### src/rtl/serial_vote_counter.sv
// -----------------------------------------------------------------------------
// serial_vote_counter
//
// Purpose:
//   Quorum/majority detector. A start strobe latches an N-bit vote vector and
//   a target count K. The ones in the vector are then counted serially, one
//   bit per clock. When the last bit is processed, the popcount is registered
//   together with four flags: any-one, all-ones, exactly-K and at-least-K.
//   A one-cycle done pulse then marks the results as valid.
//
//   Timing: start accepted at edge E0, bits processed at E1..EN, done high
//   during the cycle after EN. One evaluation every N+2 cycles.
//
// Ports:
//   clk     in   1   system clock, rising edge
//   rst     in   1   asynchronous active-high reset
//   start   in   1   request evaluation (only honoured in IDLE)
//   data_in in   N   vote vector, sampled on the accepting edge
//   k_in    in   CW  target count K, sampled on the accepting edge
//   busy    out  1   high while bits are being counted
//   done    out  1   one-cycle pulse, results valid
//   count   out  CW  number of ones in the latched vector
//   any_o   out  1   count >= 1
//   all_o   out  1   count == N
//   eq_k    out  1   count == K
//   ge_k    out  1   count >= K
// -----------------------------------------------------------------------------
module serial_vote_counter #(
   parameter int N  = 4,
   parameter int CW = $clog2(N + 1)
) (
   input  logic          clk,
   input  logic          rst,
   input  logic          start,
   input  logic [N-1:0]  data_in,
   input  logic [CW-1:0] k_in,
   output logic          busy,
   output logic          done,
   output logic [CW-1:0] count,
   output logic          any_o,
   output logic          all_o,
   output logic          eq_k,
   output logic          ge_k
);

   typedef enum logic [1:0] {
      IDLE  = 2'd0,
      SHIFT = 2'd1,
      DONE  = 2'd2
   } state_t;

   localparam logic [CW-1:0] LAST_IDX = CW'(N - 1);
   localparam logic [CW-1:0] N_CW     = CW'(N);

   state_t          state;
   state_t          state_nxt;

   logic [N-1:0]    shift_r;
   logic [CW-1:0]   acc;
   logic [CW-1:0]   bit_idx;
   logic [CW-1:0]   k_r;

   logic            last_bit;
   logic [CW-1:0]   sum;
   logic [3:0]      flags_nxt;

   // Flag evaluation on the final sum; comparisons are unsigned on CW bits.
   // Packed as {any, all, eq, ge}.
   function automatic logic [3:0] eval_flags(input logic [CW-1:0] s,
                                             input logic [CW-1:0] k);
      logic f_any;
      logic f_all;
      logic f_eq;
      logic f_ge;
      f_any = (s != '0);
      f_all = (s == N_CW);
      f_eq  = (s == k);
      f_ge  = (s >= k);
      return {f_any, f_all, f_eq, f_ge};
   endfunction

   // The accumulator cannot overflow: its largest value is N, which fits in CW.
   assign sum       = acc + CW'(shift_r[0]);
   assign last_bit  = (state == SHIFT) && (bit_idx == LAST_IDX);
   assign flags_nxt = eval_flags(sum, k_r);

   // ---------------------------------------------------------------------------
   // State register
   // ---------------------------------------------------------------------------
   always_ff @(posedge clk or posedge rst) begin
      if (rst) begin
         state <= IDLE;
      end else begin
         state <= state_nxt;
      end
   end

   // ---------------------------------------------------------------------------
   // Next-state logic
   // ---------------------------------------------------------------------------
   always_comb begin
      state_nxt = state;
      case (state)
         IDLE:    if (start) state_nxt = SHIFT;
         SHIFT:   if (last_bit) state_nxt = DONE;
         DONE:    state_nxt = IDLE;
         default: state_nxt = IDLE;
      endcase
   end

   // ---------------------------------------------------------------------------
   // Control outputs (Moore, decoded from state)
   // ---------------------------------------------------------------------------
   always_comb begin
      busy = 1'b0;
      done = 1'b0;
      case (state)
         SHIFT:   busy = 1'b1;
         DONE:    done = 1'b1;
         default: ;
      endcase
   end

   // ---------------------------------------------------------------------------
   // Datapath: capture on accept, serial accumulate, register results on the
   // final bit. Results hold until the next evaluation completes, so they stay
   // stable while busy.
   // ---------------------------------------------------------------------------
   always_ff @(posedge clk or posedge rst) begin
      if (rst) begin
         shift_r <= '0;
         acc     <= '0;
         bit_idx <= '0;
         k_r     <= '0;
         count   <= '0;
         any_o   <= 1'b0;
         all_o   <= 1'b0;
         eq_k    <= 1'b0;
         ge_k    <= 1'b0;
      end else begin
         case (state)
            IDLE: begin
               if (start) begin
                  shift_r <= data_in;
                  k_r     <= k_in;
                  acc     <= '0;
                  bit_idx <= '0;
               end
            end
            SHIFT: begin
               acc     <= sum;
               shift_r <= shift_r >> 1;
               bit_idx <= bit_idx + CW'(1);
               if (last_bit) begin
                  count                      <= sum;
                  {any_o, all_o, eq_k, ge_k} <= flags_nxt;
               end
            end
            default: ;
         endcase
      end
   end

endmodule

### config.mk
export PLATFORM = sky130hd
export DESIGN_NAME = serial_vote_counter
export DESIGN_NICKNAME = d
export VERILOG_FILES = /design/src/rtl/serial_vote_counter.sv
export SDC_FILE = /design/constraint.sdc
export NUM_CORES = 1
export LEC_CHECK = 0
export CORE_ASPECT_RATIO = 1.1
export CORE_MARGIN = 5
export CORE_UTILIZATION = 49
export CTS_BUF_LIST = sky130_fd_sc_hd__clkbuf_8
export CTS_CLUSTER_SIZE = 20
export DETAILED_ROUTE_END_ITERATION = 6
export HOLD_SLACK_MARGIN = 0.15
export PLACE_DENSITY = 0.73
export SYNTH_ARGS = -nofsm -noshare
export SYNTH_HDL_FRONTEND = slang
export SYNTH_SLANG_ARGS = --single-unit
### constraint.sdc
create_clock -name clk -period 1.9 [get_ports clk]
set_input_delay 0.19 -clock clk [delete_from_list [all_inputs] [get_ports clk]]
set_output_delay 0.19 -clock clk [all_outputs]
set_load 0.02 [all_outputs]
* Yosys cells after proc, flatten, opt, wreduce, memory -nomap -nowiden
Cells that the tools add are included.
Storage, ports and cells: output and inout bits 9, word-level logic and storage cells 38, bits in registers 22
Operators by class: muxes and demuxes 10, eq/ne operators 7, add/subtract/negate cells 2, magnitude comparators 1, reduce and logical (&&, ||, !) cells 8
Operators by type and width (count):
- $pmux 3 s2 | 2
- $pmux 4 s2 | 1
- $reduce_and 2->1 | 4
- $mux 2 | 2
- $mux 4 | 1
- $ne 2x2->1 const B | 2
- $pmux 2 s2 | 1
- $add 3x1->3 | 1
- $add 3x1->3 const B | 1
- $eq 3x2->1 const B | 1
- $eq 3x3->1 | 1
- $eq 3x3->1 const B | 1
- $ge 3x3->1 | 1
- $mux 3 | 1
- $reduce_bool 3->1 | 1
- $eq 2x1->1 const B | 1
- $eq 2x2->1 const B | 1
- $logic_not 2->1 | 1
- $mux 1 | 2
- $reduce_bool 2->1 | 1
- $logic_and 1x1->1 | 1

* Longest topological paths before layout
depth after elaboration 4, depth in mapped cells 6, depth with buffers taken out 6

* Worst setup path after synthesis
Ideal clock, no wire load.
kind register to register, start reg shift_r[0], end reg ge_k, data required time 1.773 ns, clock period less this slack 1.621 ns, slack 0.279 ns, cell stages (with the launch flop) 7, arrival time 1.493 ns, path buffers 0, cell sequence dfrtp_1 ha_1 ha_1 xor2_1 ha_1 a31oi_1 a31oi_1
Between the ends: word-level cells in the longest chain between the ends 2
RTL lines:
- from (decl) | line 58 | logic [N-1:0] shift_r;
- from (signal assigned) | line 144 | shift_r <= data_in;
- from (signal assigned) | line 152 | shift_r <= shift_r >> 1;
- $add 3x1->3 | line 83 | assign sum = acc + CW'(shift_r[0]);
- via sum[2] | line 64 | logic [CW-1:0] sum;
- $ge 3x3->1 | line 78 | f_ge = (s >= k);
- to (signal assigned) | line 156 | {any_o, all_o, eq_k, ge_k} <= flags_nxt;
- to (decl) | line 43 | output logic ge_k
The timed path passes the listed nets, and every way through them passes these cells. A chain may end at the register's enable or synchronous reset.

* Worst setup path in the final report
Ends and elaborated chain as after synthesis.

==> summary by stage <==
Detailed routing
The number of optimization iterations in the first detailed-route pass is 3. The final layout contains routed wiring with a total length of between 2000 and 2500 um. The average wire length per cell after detail routing is 14.16 um. The via count is 753. After the first detailed-routing iteration, the DRC count stood at 3. The count of nets left with antenna violations after detail routing is 0. In the routed design, unresolved DRC markers number 0. In the routed layout, each cell is associated on average with a via count of 5.193.

STA
The worst hold margin is 0.2491 ns. Once routing completed, OpenROAD measured the worst setup slack at 0.09260 ns. Setup repair after global routing left no endpoint under its margin.

The number of failing hold endpoints at the final stage is 0. Setup violations remaining at the end of the flow were counted as 0. The final cycle utilization of the critical path is 95.13%. The headroom to the max-slew limit is 80.08%. The worst path in the final design needs a cycle of 1.807 ns, including I/O delays and setup. The count of final max-slew check failures came to 0. The measured slew at the worst slew-check pin is a little under 0.3 ns.

Setup total negative slack on the finished layout was measured at 0 ns. The highest clock frequency the design can meet is 553.3 MHz. On the final layout, the worst clock skew is 0.001345 ns.

Place
Routability-driven placement finished with a final weighted congestion of 0.7318. Detailed placement ended at an HPWL of roughly 1500 um. Before CTS, the worst setup slack after placement is 0.1512 ns. During placement, the flow inserted port buffers numbering 18. The placed cell count is 141.

Final layout
In the final layout, the share of cells above drive strength 1 is between 10 and 15%. The net count reported at finish is 134. After filler insertion, the fill cell instance count of the layout stands at 167.

The count of inserted antenna diode cells is 0. The growth of design area from synthesis to finish is 26.32%. The finished layout holds 145 standard cells, fillers aside.

Yosys
The synthesized instance count is between 90 and 100. After synthesis, the most frequently instantiated cells are dfrtp_1, nand2_1, o21ai_0, ha_1, inv_1. The dominant cell type by area after synthesis is dfrtp_1. In this run, distinct cell masters in the synthesized netlist total 24. The yosys synthesis warning count is 0. The average cell area after synthesis is between 10 and 15 um^2. The share of synthesized area in the top cell type comes to 52.63%. The fraction of registers with async set/reset is 100.0%. The post-synthesis sequential area ratio is 52.63%. The total standard cell area after synthesis is 0.001046 mm^2. The most frequent cell after synthesis is dfrtp_1. The number of nets handed over by synthesis was 110. The number of enable-type register cells in the synthesized netlist is 0.

The number of register bits inferred by synthesis is 22. Ranked by total cell area, the synthesized netlist is headed by dfrtp_1, ha_1, mux2_2. In the synthesized netlist the dominant register cell turns out to be dfrtp_1.

Worst setup path
The buffers plus inverters on the worst setup path is 0. Among the stages of the critical path, the cell type that occurs most often is ha_1. The critical path is of the reg -> reg type. In this design, the stage delay of the slowest critical-path cell is slightly below 0.4 ns. STA classifies the critical path endpoint as a register.

Counting cells, the worst reg-to-reg path comes to 6. Among cell families on the critical path, the largest total delay comes from adder cells. The number of logic stages on the critical path including buffering is 6. The startpoint type of the worst setup path is a register. Of all nets on the critical path, the largest fanout is 3. The data arrival time at the worst-slack endpoint is 1.95 ns. The signal on the critical path passes through ha_1, ha_1, xor2_1, ha_1, a31oi_1, a31oi_1.

The critical path data required time is 2.05 ns. Among all stages on the critical path, the largest delay is contributed by dfrtp_1.

Hold path
The path category of the worst min-delay check is in -> async.

GRT
The wire length of the first global-routing pass is around 3500 um. The overall routing resource usage is 15.30%. The number of antenna violations at the first check in global routing came to 0. Entering global routing, the biggest net connects 23 pins. The number of global-route vias before repair is between 800 and 900. The total congestion overflow after global routing is 0.

Die
Row generation in the floorplan step produced 17 rows. Once the floorplan was initialized, standard cells occupied a little over 50% of the core. The standard cell core area is 0.002021 mm^2. The x dimension of the die is 54.05 um. The die is a little under 60 um tall. 19 I/O pins were placed. The floorplan step defined a die boundary enclosing 0.003159 mm^2.

Power and ir drop
The largest voltage drop on the vdd net is 0.9082 mV. The power density over cell area is 1645 mW/mm^2. The leakage power total is 0.6477 nW. Overall power consumption after layout is estimated at 0.002174 W.

CTS
The CTS tree is done. The H-tree depth is 1. The cell chosen for the clock root is clkbuf_8. The total number of clock tree sinks is 22. The count of buffers added by post-CTS timing repair for setup is 0. The number of hold buffers added after CTS is 0. The number of buffers between clock root and the deepest sink is 2. At the later pin of the worst-skew pair, clock insertion delay measures 0.26 ns. The clock transition at the registers of the reported paths is 0.08 ns.

Buffers inserted during clock tree synthesis total 3.

Outcome
The flow ran to the end, and the final reports show no timing, DRC or antenna violations.

Flow run
The tool flagged a number of max-cap violations equal to 0.
==> sequential cells by signal (all words and copies together) (netlist names) <==
register  count
shift_r       4
acc           3
bit_idx       3
count         3
k_r           3
state         2
all_o         1
any_o         1
eq_k          1
ge_k          1
==> logic make-up after synthesis <==
group                    Yosys count  share of synthesized area [%]
AO/OA/AOI/OAI                     22                          14.11
XOR/XNOR                           2                          1.675
adder cells (fa/ha/maj)            6                          7.177
buffers and inverters              9                          4.546
flip-flops                        22                          52.63
multiplexers                       4                          4.306
AND/OR/NAND/NOR                   29                          15.55
==> worst register-to-register path, delay by kind of cell (launching register included) <==
family	cells	cell delay [ns]
xor gates and xnor gates	1	0.29
adders and majority gates	3	0.74
DFF	1	0.39
AOI/OAI and AO/OA	2	0.28
==> stage by stage <==
step	cell area [um^2]	utilization [%]
4_1_cts	1320	65.33
2_1_floorplan	1046	-
5_1_grt	1321	65.39
3_3_place_gp	1265	62.60
6_report	1321	65.39
3_5_place_dp	1265	62.60
==> final timing paths <==
path                       startpoint         end  slack [ns]
max                        shift_r[0]        ge_k        0.09
min                               rst        eq_k        0.25
max reg2reg                shift_r[0]        ge_k        0.09
min reg2reg                shift_r[1]  shift_r[1]        0.49
max in group asynchronous         rst    state[0]        1.41
min in group clk           shift_r[1]  shift_r[1]        0.49
==> layout by cell type (no fill, tap or decap), types with 2 or more instances in the layout <==
cell type	count
a22o_1	5
mux2_2	4
and3b_1	3
nand2_1	11
inv_1	6
nand2b_1	4
dfrtp_1	21
nor2_1	5
clkdlybuf4s50_1	18
clkbuf_8	4
a21oi_1	5
ha_1	6
a31oi_1	2
nand3_1	2
buf_4	3
o21ai_0	8
==> timing repair <==
action / CTS / global route
gates resized for setup: 0 / 1
endpoints found under the setup margin: 0 / 1
endpoints found under the hold margin: 0 / 0
==> layer usage <==
metal	vias up	GRT usage, %	wire length (um)
met5	-	0	0
met3	7	3.291	53
met1	361	17.94	884
li1	372	-	-
met4	0	8.897	62
met2	13	25.26	1053
==> cell type report <==
class / count / area (um^2) / area share (%)
clock buffers: 4 / 55.05 / 4.167
inverters: 7 / 28.78 / 2.178
multi-input cells: 63 / 447.9 / 33.90
flip-flops and latches: 22 / 551.8 / 41.76
well taps: 28 / 35.03 / 2.652
repair buffers: 21 / 202.7 / 15.34
==> power breakdown <==
| group | switching, W | internal, W | total (W) |
|---|---|---|---|
| registers | 0.000133 | 0.000674 | 0.000807 |
| clock network | 0.000149 | 0.000185 | 0.000334 |
| logic | 0.000544 | 0.000489 | 0.00103 |
(Power assumes the default switching activity.)
